File: src/rtl/hsv_window_masker_pkg.sv
// Shared types for the HSV window masker: config field map, per-window
// threshold set and the config address decoder.
package hsv_window_masker_pkg;

    // Widest component the config storage can hold; narrower pixels are zero-extended.
    localparam int CFG_MAX_W = 16;

    typedef enum logic [1:0] {
        FLD_H  = 2'd0,
        FLD_S  = 2'd1,
        FLD_V  = 2'd2,
        FLD_EN = 2'd3
    } cfg_field_e;

    typedef struct packed {
        logic [CFG_MAX_W-1:0] h_lo;
        logic [CFG_MAX_W-1:0] h_hi;
        logic [CFG_MAX_W-1:0] s_lo;
        logic [CFG_MAX_W-1:0] s_hi;
        logic [CFG_MAX_W-1:0] v_lo;
        logic [CFG_MAX_W-1:0] v_hi;
        logic                 en;
    } win_cfg_t;

    typedef struct packed {
        logic       hit;
        logic [2:0] win;
        cfg_field_e field;
    } cfg_dec_t;

    function automatic cfg_dec_t decode_cfg_addr(input logic [4:0] addr, input int unsigned num_win);
        cfg_dec_t d;
        d.win   = addr[4:2];
        d.field = cfg_field_e'(addr[1:0]);
        d.hit   = ({29'd0, addr[4:2]} < num_win);
        return d;
    endfunction

    // Full-range, disabled window for a DATA_W-wide pixel.
    function automatic win_cfg_t cfg_reset_value(input int unsigned data_w);
        win_cfg_t             c;
        logic [CFG_MAX_W-1:0] top;
        top = '0;
        for (int unsigned i = 0; i < CFG_MAX_W; i++) begin
            if (i < data_w) top[i] = 1'b1;
        end
        c      = '0;
        c.h_hi = top;
        c.s_hi = top;
        c.v_hi = top;
        return c;
    endfunction

endpackage

File: src/rtl/hsv_window_masker_range_cmp.sv
// Combinational lo/hi window compare; with wrap enabled an inverted range
// (lo > hi) matches the two outer segments, as needed for circular hue.
module hsv_range_cmp #(
    parameter int DATA_W = 8
) (
    input  logic [DATA_W-1:0] i_x,
    input  logic [DATA_W-1:0] i_lo,
    input  logic [DATA_W-1:0] i_hi,
    input  logic              i_wrap_en,
    output logic              o_match
);

    always_comb begin
        if (i_lo <= i_hi) o_match = (i_x >= i_lo) && (i_x <= i_hi);
        else              o_match = i_wrap_en && ((i_x >= i_lo) || (i_x <= i_hi));
    end

endmodule

File: src/rtl/hsv_window_masker.sv
// Two-stage HSV colour segmentation: per-window threshold match, masked pixel
// passthrough and saturating per-frame matched-pixel counters.
module hsv_window_masker
    import hsv_window_masker_pkg::*;
#(
    parameter int DATA_W  = 8,
    parameter int NUM_WIN = 2,
    parameter int CNT_W   = 20
) (
    input  logic                     clk,
    input  logic                     rst,
    input  logic                     cfg_we,
    input  logic [4:0]               cfg_addr,
    input  logic [2*DATA_W-1:0]      cfg_wdata,
    input  logic                     in_valid,
    input  logic                     in_sof,
    input  logic                     in_eof,
    input  logic [DATA_W-1:0]        in_h,
    input  logic [DATA_W-1:0]        in_s,
    input  logic [DATA_W-1:0]        in_v,
    output logic                     out_valid,
    output logic [NUM_WIN-1:0]       out_mask,
    output logic [DATA_W-1:0]        out_h,
    output logic [DATA_W-1:0]        out_s,
    output logic [DATA_W-1:0]        out_v,
    output logic                     cnt_valid,
    output logic [NUM_WIN*CNT_W-1:0] cnt_data
);

    localparam win_cfg_t CFG_RST = cfg_reset_value(DATA_W);

    win_cfg_t r_shadow [NUM_WIN];
    win_cfg_t r_active [NUM_WIN];
    win_cfg_t w_sel    [NUM_WIN];
    cfg_dec_t w_dec;
    logic     w_load;

    assign w_dec  = decode_cfg_addr(cfg_addr, NUM_WIN);
    assign w_load = in_valid && in_sof;

    // NOTE: the threshold arrays are only 2*NUM_WIN registers, so they get a real reset value rather than being left as uninitialised storage.
    always_ff @(posedge clk) begin
        if (rst) begin
            for (int w = 0; w < NUM_WIN; w++) begin
                r_shadow[w] <= CFG_RST;
                r_active[w] <= CFG_RST;
            end
        end else begin
            for (int w = 0; w < NUM_WIN; w++) begin
                if (w_load) r_active[w] <= r_shadow[w];
                if (cfg_we && w_dec.hit && (w_dec.win == 3'(w))) begin
                    case (w_dec.field)
                        FLD_H: begin
                            r_shadow[w].h_lo <= CFG_MAX_W'(cfg_wdata[DATA_W-1:0]);
                            r_shadow[w].h_hi <= CFG_MAX_W'(cfg_wdata[2*DATA_W-1:DATA_W]);
                        end
                        FLD_S: begin
                            r_shadow[w].s_lo <= CFG_MAX_W'(cfg_wdata[DATA_W-1:0]);
                            r_shadow[w].s_hi <= CFG_MAX_W'(cfg_wdata[2*DATA_W-1:DATA_W]);
                        end
                        FLD_V: begin
                            r_shadow[w].v_lo <= CFG_MAX_W'(cfg_wdata[DATA_W-1:0]);
                            r_shadow[w].v_hi <= CFG_MAX_W'(cfg_wdata[2*DATA_W-1:DATA_W]);
                        end
                        default: r_shadow[w].en <= cfg_wdata[0];
                    endcase
                end
            end
        end
    end

    // The sof pixel is judged against the thresholds it is about to load.
    always_comb begin
        for (int w = 0; w < NUM_WIN; w++) begin
            w_sel[w] = w_load ? r_shadow[w] : r_active[w];
        end
    end

    logic [NUM_WIN-1:0] w_h_hit, w_s_hit, w_v_hit, w_en;

    for (genvar g = 0; g < NUM_WIN; g++) begin : g_win
        assign w_en[g] = w_sel[g].en;
        hsv_range_cmp #(.DATA_W(CFG_MAX_W)) u_cmp_h (
            .i_x(CFG_MAX_W'(in_h)), .i_lo(w_sel[g].h_lo), .i_hi(w_sel[g].h_hi),
            .i_wrap_en(1'b1), .o_match(w_h_hit[g]));
        hsv_range_cmp #(.DATA_W(CFG_MAX_W)) u_cmp_s (
            .i_x(CFG_MAX_W'(in_s)), .i_lo(w_sel[g].s_lo), .i_hi(w_sel[g].s_hi),
            .i_wrap_en(1'b0), .o_match(w_s_hit[g]));
        hsv_range_cmp #(.DATA_W(CFG_MAX_W)) u_cmp_v (
            .i_x(CFG_MAX_W'(in_v)), .i_lo(w_sel[g].v_lo), .i_hi(w_sel[g].v_hi),
            .i_wrap_en(1'b0), .o_match(w_v_hit[g]));
    end

    logic               r1_valid, r1_sof, r1_eof;
    logic [NUM_WIN-1:0] r1_h_hit, r1_s_hit, r1_v_hit, r1_en;
    logic [DATA_W-1:0]  r1_h, r1_s, r1_v;

    // NOTE: sequential state uses non-blocking assignments so every register samples pre-edge values regardless of statement order.
    always_ff @(posedge clk) begin
        if (rst) begin
            r1_valid <= 1'b0;
            r1_sof   <= 1'b0;
            r1_eof   <= 1'b0;
            r1_h_hit <= '0;
            r1_s_hit <= '0;
            r1_v_hit <= '0;
            r1_en    <= '0;
            r1_h     <= '0;
            r1_s     <= '0;
            r1_v     <= '0;
        end else begin
            r1_valid <= in_valid;
            r1_sof   <= in_valid && in_sof;
            r1_eof   <= in_valid && in_eof;
            r1_h_hit <= w_h_hit;
            r1_s_hit <= w_s_hit;
            r1_v_hit <= w_v_hit;
            r1_en    <= w_en;
            r1_h     <= in_h;
            r1_s     <= in_s;
            r1_v     <= in_v;
        end
    end

    logic [NUM_WIN-1:0] w_mask;
    logic               w_keep;

    assign w_mask = r1_h_hit & r1_s_hit & r1_v_hit & r1_en & {NUM_WIN{r1_valid}};
    assign w_keep = |w_mask;

    logic               r2_valid, r2_sof, r2_eof;
    logic [NUM_WIN-1:0] r2_mask;
    logic [DATA_W-1:0]  r2_h, r2_s, r2_v;

    always_ff @(posedge clk) begin
        if (rst) begin
            r2_valid <= 1'b0;
            r2_sof   <= 1'b0;
            r2_eof   <= 1'b0;
            r2_mask  <= '0;
            r2_h     <= '0;
            r2_s     <= '0;
            r2_v     <= '0;
        end else begin
            r2_valid <= r1_valid;
            r2_sof   <= r1_sof;
            r2_eof   <= r1_eof;
            r2_mask  <= w_mask;
            r2_h     <= w_keep ? r1_h : '0;
            r2_s     <= w_keep ? r1_s : '0;
            r2_v     <= w_keep ? r1_v : '0;
        end
    end

    logic [CNT_W-1:0]         r_cnt      [NUM_WIN];
    logic [CNT_W-1:0]         w_cnt_next [NUM_WIN];
    logic [NUM_WIN*CNT_W-1:0] w_cnt_flat;
    logic                     r_cnt_valid;
    logic [NUM_WIN*CNT_W-1:0] r_cnt_data;

    // NOTE: every always_comb output is given a value before any condition, so no path can leave a latch behind.
    always_comb begin
        w_cnt_flat = '0;
        for (int w = 0; w < NUM_WIN; w++) begin
            w_cnt_next[w] = r2_sof ? '0 : r_cnt[w];
            if (r2_mask[w] && (w_cnt_next[w] != '1)) w_cnt_next[w] = w_cnt_next[w] + CNT_W'(1);
            w_cnt_flat[w*CNT_W +: CNT_W] = w_cnt_next[w];
        end
    end

    always_ff @(posedge clk) begin
        if (rst) begin
            for (int w = 0; w < NUM_WIN; w++) r_cnt[w] <= '0;
            r_cnt_valid <= 1'b0;
            r_cnt_data  <= '0;
        end else begin
            r_cnt_valid <= r2_eof;
            if (r2_eof) begin
                r_cnt_data <= w_cnt_flat;
                for (int w = 0; w < NUM_WIN; w++) r_cnt[w] <= '0;
            end else begin
                for (int w = 0; w < NUM_WIN; w++) r_cnt[w] <= w_cnt_next[w];
            end
        end
    end

    assign out_valid = r2_valid;
    assign out_mask  = r2_mask;
    assign out_h     = r2_h;
    assign out_s     = r2_s;
    assign out_v     = r2_v;
    assign cnt_valid = r_cnt_valid;
    assign cnt_data  = r_cnt_data;

endmodule

File: config.mk
export PLATFORM = sky130hd
export DESIGN_NAME = hsv_window_masker
export DESIGN_NICKNAME = d
export VERILOG_FILES = /design/src/rtl/hsv_window_masker_pkg.sv /design/src/rtl/hsv_window_masker_range_cmp.sv /design/src/rtl/hsv_window_masker.sv
export SDC_FILE = /design/constraint.sdc
export NUM_CORES = 1
export LEC_CHECK = 0
export ABC_AREA = 1
export CAP_MARGIN = 20
export CORE_ASPECT_RATIO = 1.75
export CORE_MARGIN = 4
export CORE_UTILIZATION = 33
export CTS_BUF_LIST = sky130_fd_sc_hd__clkbuf_16
export CTS_CLUSTER_DIAMETER = 40
export CTS_CLUSTER_SIZE = 10
export DETAILED_ROUTE_END_ITERATION = 10
export HOLD_SLACK_MARGIN = 0.15
export PLACE_DENSITY = 0.58
export SETUP_SLACK_MARGIN = 0.05
export SLEW_MARGIN = 40
export SYNTH_ARGS = -nofsm -noshare
export SYNTH_HDL_FRONTEND = slang
export SYNTH_SLANG_ARGS = --single-unit
File: constraint.sdc
create_clock -name clk -period 9.7 [get_ports clk]
set_clock_uncertainty 0.1 [all_clocks]
set_input_delay 1.94 -clock clk [delete_from_list [all_inputs] [get_ports clk]]
set_output_delay 1.94 -clock clk [all_outputs]
set_load 0.005 [all_outputs]
==> Word-level counts from Yosys, hierarchy flattened <==
Memory sizes are Yosys's and may differ from the RTL's.
Cells that the tools add are included.
{ "totals": {"ramBits": 332, "wordCells": 170, "n_memories": 3, "reg_bits": 105, "input_bits": 51} }
{ "mem_list": {"columns": ["memory", "depth", "width", "rd", "rd_ports_with_merged_regs", "write_ports", "line", "rtl"], "rows": [
  ["r_active", 2, 97, 2, 0, 2, "hsv_window_masker.sv:33", "win_cfg_t r_active [NUM_WIN];"],
  ["r_shadow", 2, 49, 2, 0, 2, "hsv_window_masker.sv:32", "win_cfg_t r_shadow [NUM_WIN];"],
  ["r_cnt", 2, 20, 2, 0, 2, "hsv_window_masker.sv:155", "logic [CNT_W-1:0] r_cnt [NUM_WIN];"]
]} }
{ "classes": {"add_sub_neg": 2, "bitwise_logic": 29, "n_reduce_logical": 24, "n_eq_ne": 5, "n_lt_le_gt_ge": 19, "n_mux": 67} }
{ "op_table": {"columns": ["operator", "count"], "rows": [
  ["97-bit two-way mux", 4],
  ["20-bit two-way mux", 8],
  ["8-bit by 16-bit >= comparator with 1-bit output", 6],
  ["16-bit less-or-equal comparator", 6],
  ["8-bit by 16-bit less-or-equal comparator with 1-bit output", 6],
  ["8-bit two-way mux", 12],
  ["1-bit two-way mux", 43],
  ["20-bit by 1-bit adder with 20-bit output (second input constant)", 2],
  ["20-bit inequality test (second input constant)", 2],
  ["1-bit bitwise OR", 20],
  ["1-bit logical AND", 13],
  ["2-bit OR reduction", 6],
  ["2-bit AND", 4],
  ["1-bit inverter", 5],
  ["3-bit by 1-bit equality test with 1-bit output (second input constant)", 1],
  ["3-bit logical NOT", 1],
  ["3-bit by 2-bit < comparator with 1-bit output (second input constant)", 1],
  ["3-bit OR reduction", 1],
  ["2-bit by 1-bit equality test with 1-bit output (second input constant)", 1],
  ["2-bit equality test (second input constant)", 1],
  ["2-bit logical NOT", 1],
  ["1-bit logical OR", 2]
]} }

==> Depth between registers and ports, before layout <==
Gate-level depths: netlist (run 1).
{ "logic_depth": {"depth_word": 7, "depth_mapped": 22, "mapped_depth_nobuf": 19} }

==> Modules after synthesis <==
A second synthesis (run 1) with hierarchy kept.
{ "hier_totals": {"hier_cells": 2820, "hier_area_um2": 22282.6} }
{ "by_module_without_submodules": {"columns": ["mod", "seq_area_each_um2", "instances", "area_per_inst_um2", "cells_per_inst"], "rows": [
  ["hsv_window_masker", 9188.8, 1, 14505.2, 1596],
  ["hsv_range_cmp", 0.0, 6, 1296.2, 204]
]} }

==> Worst setup path before layout (run 1) <==
No wires, ideal clock.
{ "synth_path": {"kind": "in2reg", "from": "in in_valid", "to": "mem r_active[0][0] (netlist name), enable pin", "n_path_buf": 3, "required_ns": 8.687, "setup_slack_ns": 4.373, "setup_ns": 0.913, "t_arrival_ns": 4.313, "path_stages": 5, "path_cell_list": "buf_2 nand2_1 buf_2 clkbuf_1 nand2_1"} }
{ "synth_rtl": {"columns": ["element", "line", "rtl"], "rows": [
  ["start: declaration", "hsv_window_masker.sv:15", "input logic in_valid,"],
  ["end: declaration", "hsv_window_masker.sv:33", null]
]} }

==> Worst setup path in the final report (run 1) <==
{ "layout_path": {"from": "in in_valid", "to": "reg r1_v_hit[0]"} }
{ "layout_via": {"elab_chain_cells": 5, "word_cells_on_any_way": 8} }
{ "layout_lines": {"columns": ["element", "line", "rtl"], "rows": [
  ["1-bit logical AND (*)", "hsv_window_masker.sv:39", "assign w_load = in_valid && in_sof;"],
  ["97-bit two-way mux (*)", "hsv_window_masker.sv:75", "w_sel[w] = w_load ? r_shadow[w] : r_active[w];"],
  ["16-bit less-or-equal comparator", "hsv_window_masker_range_cmp.sv:14", "if (i_lo <= i_hi) o_match = (i_x >= i_lo) && (i_x <= i_hi);"],
  ["1-bit inverter (no line)", null, null],
  ["2-bit OR reduction (no line)", null, null],
  ["end signal: assignment", "hsv_window_masker.sv:117", "r1_v_hit <= w_v_hit;"],
  ["end: declaration", "hsv_window_masker.sv:95", "logic [NUM_WIN-1:0] r1_h_hit, r1_s_hit, r1_v_hit, r1_en;"]
]} }
Mark *: on every way between the ends. The rest lies on a longest branch, timed or not.
A chain may end at the register's enable or synchronous reset.

==> flow_metrics.env, run 1 <==
export IMPL_run_status="finished, final reports clean"
export IMPL_clock_sinks=341
export IMPL_ys_top_cells_by_area="edfxtp_1, dfxtp_1, nand2_1, ha_1, inv_1"
export IMPL_relSlewSlack_pct=48.7
export IMPL_synth_seq_cells=341
export IMPL_drv_cap=0
export IMPL_startpoint_type="primary input"
export IMPL_final_min_clock_period_ns=5.31
export IMPL_whs_ns=0.292
export IMPL_syn2layout_area_growth_pct=20.2
export IMPL_vias=13800
export IMPL_critPathKind="primary input to flop"
export IMPL_finalSetupViolCount=0
export IMPL_synthFlopType="edfxtp_1"
export IMPL_yosys_area_top_type="edfxtp_1"
export IMPL_crit_fanout=74
export IMPL_required_ns=10.09
export IMPL_place_congestion=0.883
export IMPL_fin_area_mm2=0.0216
export IMPL_setup_worst_path_end_class="flop"
export IMPL_port_buffers=118
export IMPL_avgSynthCellArea_um2=8.72
export IMPL_dp_cells=2853
export IMPL_p_leak_nw=9.81
export IMPL_avgViaCountPerCell=4.68
export IMPL_grt_pass1_vias=14300
export IMPL_dpl_hpwl_mm=35.9
export IMPL_yosys_top_cells_count="nand2_1, inv_1, edfxtp_1"
export IMPL_pre_cts_ws_ns=3.82
export IMPL_die_x_um=184
export IMPL_num_rows=112
export IMPL_p_per_area_mw_per_mm2=173
export IMPL_grt_pass1_wl_mm=76.0
export IMPL_yosysSeqAreaShare_pct=51.1
export IMPL_hold_buffers=0
export IMPL_initial_core_util_pct=33.5
export IMPL_ant_nets=0
export IMPL_grt_max_degree=75
export IMPL_worstPathArrival_ns=5.70
export IMPL_hp_class="flop to flop"
export IMPL_finalCritPeriodShare_pct=54.7
export IMPL_wirelength_mm=48.1
export IMPL_synth_most_common_cell="nand2_1"
export IMPL_track_usage_pct=16.6
export IMPL_post_cts_buffers=0
export IMPL_core_mm2=0.0537
export IMPL_clock_root_buffer="clkbuf_16"
export IMPL_drive_above_1_share_pct=7.87
export IMPL_htree_num_levels=2
export IMPL_cts_resized_gates=0
export IMPL_synthCells=2060
export IMPL_nets=2408
export IMPL_clk_latency_ns=0.57
export IMPL_worst_pin_slew_ns=0.770
export IMPL_cts_clk_slew_worst_paths_ns=0.05
export IMPL_io_pins=119
export IMPL_hold_violations=0
export IMPL_drc_errors=0
export IMPL_vdd_drop_max_mv=0.124
export IMPL_async_reset_ff_share_pct=0
export IMPL_grt_overflow=0
export IMPL_drt_iter0_markers=721
export IMPL_rsz0062_at_grt="no"
export IMPL_dieArea_mm2=0.0584
export IMPL_fin_cells=2946
export IMPL_yosysWarnings=0
export IMPL_tritoncts="yes"
export IMPL_synth_edff_count=236
export IMPL_antenna_found_initial=1
export IMPL_netlist_area_leader_share_pct=39.4
export IMPL_synth_cell_type_count=46
export IMPL_fin_setup_tns_ns=0
export IMPL_fmax_mhz=188
export IMPL_cts_max_path_buffers=3
export IMPL_slew_viol_final=0
export IMPL_die_y_um=317
export IMPL_dpl_cell_area_mm2=0.0201
export IMPL_setup_slack_ns=4.39
export IMPL_wl_per_cell_um=16.3
export IMPL_cts_buffers=49
export IMPL_dr_pass1_iters=5
export IMPL_synth_area_mm2=0.0180
==> flip-flops by register name, indices dropped and copies added (netlist names), 2 cells and up <==
| name | cells |
|---|---|
| cnt_data | 40 |
| out_h | 8 |
| out_mask | 2 |
| out_s | 8 |
| out_v | 8 |
| r1_en | 2 |
| r1_h | 8 |
| r1_h_hit | 2 |
| r1_s | 8 |
| r1_s_hit | 2 |
| r1_v | 8 |
| r1_v_hit | 2 |
| r_active | 98 |
| r_cnt | 40 |
| r_shadow | 98 |
==> critical path: stages <==
cell and delay, ns:
clkdlybuf4s50_1 0.63, nand2_2 0.56, clkinv_2 0.40, buf_4 0.43, or2_2 0.37, o21ai_0 0.22, inv_1 0.10, ha_1 0.33
a21oi_1 0.19, o21ai_0 0.11, a21oi_1 0.14, o21ai_0 0.09, nor2_1 0.15
==> per-stage QoR <==
stage / total power (W) / util [%]
2_1_floorplan: 0.00196 / -
3_3_place_gp: 0.00209 / 37.3
3_5_place_dp: 0.00211 / 37.4
4_1_cts: 0.00378 / 40.2
5_1_grt: 0.00391 / 40.3
6_report: 0.00373 / 40.3
==> path summary, 6_finish.rpt <==
check | from | end | slack [ns] | cells past startpoint
worst max-delay path | in_valid | r1_v_hit[0] | 4.39 | 13
worst min-delay path | r1_sof | r2_sof | 0.29 | 2
worst max register to register | r2_sof | r_cnt[0][10] | 6.33 | 15
worst min register to register | r1_sof | r2_sof | 0.29 | 2
==> routing by layer <==
| layer | vias to the layer above | track usage (%) | routed length, um |
|---|---|---|---|
| li1 | 6945 | - | - |
| met1 | 6369 | 17.3 | 17500 |
| met2 | 334 | 31.9 | 26000 |
| met3 | 137 | 2.06 | 1970 |
| met4 | 0 | 8.68 | 2650 |
| met5 | - | 0 | 0 |
==> cell families (layout without fill, tap and decap cells) <==
logic type	after synthesis	in the layout	synth area share, %
DFF	341	341	51.1
adders and majority gates	136	136	9.47
and+or+nand+nor	903	903	21.4
other	1	41	0.0209
buffers and inverters	385	547	8.52
AOI/OAI and AO/OA	266	266	8.10
xor gates and xnor gates	28	28	1.36
==> cell type report <==
cell class                 instances  area [um2]
clock inverter                    39         231
tap                              684         856
multi-input combinational       1373        7480
inverter                         321        1210
clock buffer                      52        1300
antenna                            1        2.50
fill                            5360       32100
sequential                       341        9190
timing repair buffer             135        1340
==> cell usage in the layout (no fill, tap or decap), types with 3 or more instances in the layout <==
cell,synthesis,layout
a211oi_1,6,6
a21oi_1,100,100
buf_4,2,14
clkbuf_16,0,52
clkdlybuf4s50_1,0,117
clkinv_1,1,5
clkinv_4,0,5
conb_1,1,40
dfxtp_1,105,104
edfxtp_1,236,236
ha_1,136,136
inv_1,316,335
inv_2,3,3
inv_6,1,5
nand2_1,530,528
nand2_2,14,15
nand3_1,40,40
nand3_2,5,5
nand3b_1,3,3
nand4_1,19,19
nor2_1,228,224
nor2_2,12,14
nor2_4,11,13
nor3_1,4,4
nor3_2,3,3
nor4_1,3,3
o2111ai_1,4,4
o21a_1,22,22
o21ai_0,114,112
o21ai_1,6,6
o21bai_1,4,4
o32ai_1,4,4
or2_2,24,24
xnor2_1,15,15
xor2_1,13,13
==> power by group <==
part,switching (W),internal (W),total (W)
Sequential,0.0000257,0.00163,0.00166
Clock,0.000659,0.000994,0.00165
Combinational,0.000272,0.000148,0.000420
Total,0.000957,0.00277,0.00373
Power figures use the tool's default switching activity.
==> inputs of run 2 (changes only) <==
--- a/config.mk
+++ b/config.mk
@@ -15,7 +15,7 @@
 export CTS_CLUSTER_SIZE = 10
 export DETAILED_ROUTE_END_ITERATION = 10
 export HOLD_SLACK_MARGIN = 0.15
-export PLACE_DENSITY = 0.58
+export PLACE_DENSITY = 0.59
 export SETUP_SLACK_MARGIN = 0.05
 export SLEW_MARGIN = 40
 export SYNTH_ARGS = -nofsm -noshare
==> constraint.sdc (replaced) <==
create_clock -name clk -period 4.7 [get_ports clk]
set_clock_uncertainty 0.1 [all_clocks]
set_input_delay 0.94 -clock clk [delete_from_list [all_inputs] [get_ports clk]]
set_output_delay 0.94 -clock clk [all_outputs]
set_load 0.005 [all_outputs]
==> flow_metrics.env, run 2 (same netlist as run 1, synthesis figures left out) <==
export IMPL_run_status="finished, final reports clean"
export IMPL_vias=13900
export IMPL_hold_buffers=0
export IMPL_final_min_clock_period_ns=3.37
export IMPL_p_total_w=0.00773
export IMPL_place_congestion=0.881
export IMPL_clk_latency_ns=0.59
export IMPL_drc_errors=0
export IMPL_dieArea_mm2=0.0584
export IMPL_cts_resized_gates=0
export IMPL_multi_input_area_mm2=0.00746
export IMPL_crit_fanout=99
export IMPL_fin_area_mm2=0.0217
export IMPL_drive_above_1_share_pct=7.99
export IMPL_port_buffers=118
export IMPL_avgViaCountPerCell=4.71
export IMPL_final_cell_mix="nand2_1, inv_1, edfxtp_1, nor2_1, ha_1"
export IMPL_wirelength_mm=49.9
export IMPL_crit_path_end="r1_v_hit[1]"
export IMPL_grt_max_degree=100
export IMPL_reg2reg_to="r_cnt[0][38]"
export IMPL_grt_overflow=0
export IMPL_startpoint="in_valid"
export IMPL_hp_class="flop to flop"
export IMPL_final_util_pct=40.4
export IMPL_ff2ff_setup_slack_ns=1.43
export IMPL_dpl_cell_area_mm2=0.0201
export IMPL_finalCritPeriodShare_pct=71.7
export IMPL_num_rows=112
export IMPL_relSlewSlack_pct=41.2
export IMPL_track_usage_pct=17.1
export IMPL_cts_buffers=48
export IMPL_worst_r2r_startpoint="r2_sof"
export IMPL_rsz0062_at_grt="no"
export IMPL_io_pins=119
export IMPL_vdd_drop_max_mv=0.257
export IMPL_htree_num_levels=2
export IMPL_final_seq_area_mm2=0.00919
export IMPL_critPathKind="primary input to flop"
export IMPL_n_antenna_cell=0
export IMPL_core_mm2=0.0537
export IMPL_reg2reg_depth=14
export IMPL_syn2layout_area_growth_pct=20.6
export IMPL_clock_sinks=341
export IMPL_final_common_cell="nand2_1"
export IMPL_p_leak_nw=9.86
export IMPL_grt_pass1_vias=14300
export IMPL_pre_cts_ws_ns=0.767
export IMPL_worstPathArrival_ns=3.80
export IMPL_cts_max_path_buffers=3
export IMPL_p_per_area_mw_per_mm2=357
export IMPL_cts_clk_slew_worst_paths_ns=0.06
export IMPL_required_ns=5.13
export IMPL_largestRegisters="r_active: 98 flops, r_shadow: 98 flops"
export IMPL_grt_pass1_wl_mm=77.3
export IMPL_wl_per_cell_um=16.9
export IMPL_setup_slack_ns=1.33
export IMPL_dr_pass1_iters=5
export IMPL_dpl_hpwl_mm=36.9
export IMPL_initial_core_util_pct=33.5
export IMPL_slew_viol_final=0
export IMPL_post_cts_buffers=0
export IMPL_nets=2411
export IMPL_finalSetupViolCount=0
export IMPL_worst_pin_slew_ns=0.879
export IMPL_die_y_um=317
export IMPL_startpoint_type="primary input"
export IMPL_hold_violations=0
export IMPL_worstHoldStart="r1_v[6]"
export IMPL_setup_worst_path_end_class="flop"
export IMPL_drv_cap=0
export IMPL_die_x_um=184
export IMPL_fmax_mhz=297
export IMPL_ant_nets=0
export IMPL_tritoncts="yes"
export IMPL_fin_setup_tns_ns=0
export IMPL_clock_root_buffer="clkbuf_16"
export IMPL_final_fill_count=5352
export IMPL_antenna_found_initial=0
export IMPL_drt_iter0_markers=779
-- run 2: changes by cell type in the layout (fill, tap and decap cells not counted), sizes merged --
| cell | previous run | this run |
|---|---|---|
| buf | 18 | 22 |
| inv | 345 | 349 |
| clkinv | 12 | 9 |
| bufinv | 1 | 0 |
| clkinvlp | 2 | 1 |
| diode | 1 | 0 |
-- run 2: worst min path at each step --
stage | to | slack [ns] | depth (start not counted)
finish | out_v[6] | 0.29 | 2
detailed placement | r2_sof | 0.30 | 2
global placement | r2_sof | 0.29 | 2
CTS | out_v[6] | 0.29 | 2
global route | r2_sof | 0.32 | 2
floorplan | r2_eof | 0.29 | 2
-- run 2: layout make-up --
type / instances / share of cell area (%)
multi-input cells: 1373 / 34.4
inverters: 321 / 5.58
repair buffers: 139 / 6.44
clock buffers: 52 / 6.00
clock inverters: 38 / 1.22
flip-flops and latches: 341 / 42.4
well taps: 684 / 3.95
-- run 2: where the power goes --
group | leakage, nW | switching [W] | internal, W
clock | 0.845 | 0.00141 | 0.00202
combinational | 5.85 | 0.000566 | 0.000311
sequential | 3.17 | 0.0000580 | 0.00337
-- run 2: per-layer routing --
| metal | up-vias | GRT usage (%) | share of wire, % |
|---|---|---|---|
| li1 | 6936 | - | - |
| met1 | 6489 | 17.4 | 36 |
| met2 | 336 | 32.8 | 54 |
| met3 | 136 | 1.96 | 3.9 |
| met4 | 0 | 10.1 | 6.5 |
| met5 | - | 0 | 0 |
-- run 2: per-stage QoR --
stage / hold WS [ns] / std cells
2_1_floorplan: 0.288 / 2099
3_3_place_gp: 0.294 / 2857
3_5_place_dp: 0.299 / 2858
4_1_cts: 0.289 / 2948
5_1_grt: 0.318 / 2948
6_report: 0.289 / 2948
-- run 2: worst max-delay path, stage by stage --
cell             delay [ns]
clkdlybuf4s50_1        0.55
nand2_2                0.31
inv_2                  0.08
buf_12                 0.19
o21ai_0                0.67
ha_1                   0.38
a21oi_1                0.15
o21ai_0                0.11
a21oi_1                0.12
o21ai_0                0.08
nor2_1                 0.13
==> inputs of run 3 (changes only) <==
==> constraint.sdc (replaced) <==
create_clock -name clk -period 2.8 [get_ports clk]
set_clock_uncertainty 0.1 [all_clocks]
set_input_delay 0.56 -clock clk [delete_from_list [all_inputs] [get_ports clk]]
set_output_delay 0.56 -clock clk [all_outputs]
set_load 0.005 [all_outputs]
==> flow_metrics.env, run 3 (same netlist as run 1, synthesis figures left out) <==
export IMPL_dieArea_mm2=0.0584
export IMPL_rsz0062_at_grt="yes"
export IMPL_clk_latency_ns=0.57
export IMPL_p_per_area_mw_per_mm2=582
export IMPL_grt_max_degree=99
export IMPL_finalCritPeriodShare_pct=93.4
export IMPL_antenna_found_initial=0
export IMPL_syn2layout_area_growth_pct=23.5
export IMPL_clock_sinks=341
export IMPL_finalSetupViolCount=0
export IMPL_run_status="finished, final reports clean"
export IMPL_wirelength_mm=48.8
export IMPL_hold_violations=0
export IMPL_track_usage_pct=16.5
export IMPL_cts_max_path_buffers=3
export IMPL_startpoint_type="primary input"
export IMPL_drv_cap=0
export IMPL_place_congestion=0.925
export IMPL_vias=14100
export IMPL_worst_pin_slew_ns=0.660
export IMPL_grt_pass1_wl_mm=75.3
export IMPL_drc_errors=0
export IMPL_final_fill_count=5341
export IMPL_relSlewSlack_pct=55.5
export IMPL_num_rows=112
export IMPL_drive_above_1_share_pct=10.8
export IMPL_fmax_mhz=383
export IMPL_critPathKind="primary input to flop"
export IMPL_cts_resized_gates=0
export IMPL_crit_chain="clkdlybuf4s50_1, nand2_2, inv_4, buf_12, or2_2, o21ai_1, inv_1, ha_1, nand2_1, nor2_1, a211oi_1, nand2_1, nand2_1, nand2_1, inv_1, nor2_1"
export IMPL_final_min_clock_period_ns=2.61
export IMPL_required_ns=3.15
export IMPL_worstPathArrival_ns=2.96
export IMPL_grt_overflow=0
export IMPL_die_y_um=317
export IMPL_n_antenna_cell=0
export IMPL_slew_viol_final=0
export IMPL_cts_clk_slew_worst_paths_ns=0.05
export IMPL_hold_buffers=0
export IMPL_setup_worst_path_end_class="flop"
export IMPL_die_x_um=184
export IMPL_crit_fanout=23
export IMPL_core_mm2=0.0537
export IMPL_fin_setup_tns_ns=0
export IMPL_cp_common_cell="nand2_1"
export IMPL_cts_buffers=47
export IMPL_io_pins=119
export IMPL_port_buffers=118
export IMPL_cp_slowest_cell="clkdlybuf4s50_1"
export IMPL_hp_class="flop to flop"
export IMPL_fin_area_mm2=0.0222
export IMPL_grt_pass1_vias=14400
export IMPL_largestRegisters="r_active: 98 flops, r_shadow: 98 flops"
export IMPL_final_common_cell="nand2_1"
export IMPL_avgViaCountPerCell=4.67
export IMPL_drt_iter0_markers=665
export IMPL_post_cts_buffers=0
export IMPL_dpl_hpwl_mm=37.0
export IMPL_nets=2485
export IMPL_p_leak_nw=10.2
export IMPL_wl_per_cell_um=16.2
export IMPL_vdd_drop_max_mv=0.443
export IMPL_dpl_cell_area_mm2=0.0207
export IMPL_htree_num_levels=2
export IMPL_dr_pass1_iters=8
export IMPL_final_cell_mix="nand2_1, inv_1, edfxtp_1, nor2_1, ha_1"
export IMPL_tritoncts="yes"
export IMPL_cp_num_buf_inv=5
export IMPL_initial_core_util_pct=33.5
export IMPL_ant_nets=0
export IMPL_timing_critical_path_max_delay_family="simple AND/OR/NAND/NOR gates"
export IMPL_worst_path_largest_cell_delay_ns=0.46
export IMPL_clock_root_buffer="clkbuf_16"
export IMPL_p_total_w=0.0129
run 3: changes by cell type in the layout (fill, tap and decap cells not counted), moves of 2 or more:
cell and change:
inv_1 -2, inv_2 +2, o21ai_0 -5, clkinv_2 -2, clkinv_16 -2, o21ai_1 +6, buf_4 +73, inv_6 -2
clkinv_4 +3
run 3: area by class of cell:
cell class / instances / area (um2) / share of cell area, %
Clock inverter: 37 / 220 / 0.992
Timing Repair Buffer: 214 / 1990 / 8.97
Clock buffer: 51 / 1280 / 5.75
Multi-Input combinational cell: 1373 / 7440 / 33.5
Tap cell: 684 / 856 / 3.86
Inverter: 321 / 1210 / 5.48
Sequential cell: 341 / 9190 / 41.4
run 3: worst reg2reg max path, cell delays in order, from the launching register on:
cell	delay [ns]
dfxtp_2	0.39
nor2_2	0.23
ha_1	0.30
nand3_2	0.16
inv_1	0.12
nand2_2	0.11
nor2_2	0.17
nand2_1	0.12
nand2_4	0.18
inv_4	0.14
nand2_1	0.09
nand2_1	0.06
nand2_1	0.06
nor2_1	0.04
run 3: final timing paths:
kind	startpoint	to	slack (ns)	cells after the start
max reg2reg	r2_sof	r_cnt[0][10]	0.24	13
max	in_valid	r1_h_hit[1]	0.19	16
min reg2reg	r1_eof	r2_eof	0.30	2
min	r1_eof	r2_eof	0.30	2
run 3: routing by layer:
| metal | track usage, % | up-vias | part of all wire [%] |
|---|---|---|---|
| met2 | 32.4 | 315 | 55 |
| met1 | 16.8 | 6566 | 36 |
| met3 | 2.05 | 124 | 3.6 |
| li1 | - | 7091 | - |
| met5 | 0 | - | 0 |
| met4 | 8.51 | 0 | 5.0 |
run 3: power breakdown:
group	switching, W	leakage (nW)	total (W)	internal [W]
logic	0.000959	6.22	0.00156	0.000598
clock network	0.00229	0.818	0.00560	0.00330
registers	0.000102	3.17	0.00575	0.00565
run 3: stage by stage:
step                      cells  setup slack [ns]  hold WS, ns  util [%]
after floorplan            2099            0.0672        0.288         -
after global placement     2932            -0.364        0.293      38.5
after detailed placement   2932            -0.399        0.292      38.5
after CTS                  3020            0.0533        0.299      41.3
after global routing       3021            0.0381        0.316      41.3
final                      3021             0.186        0.300      41.3
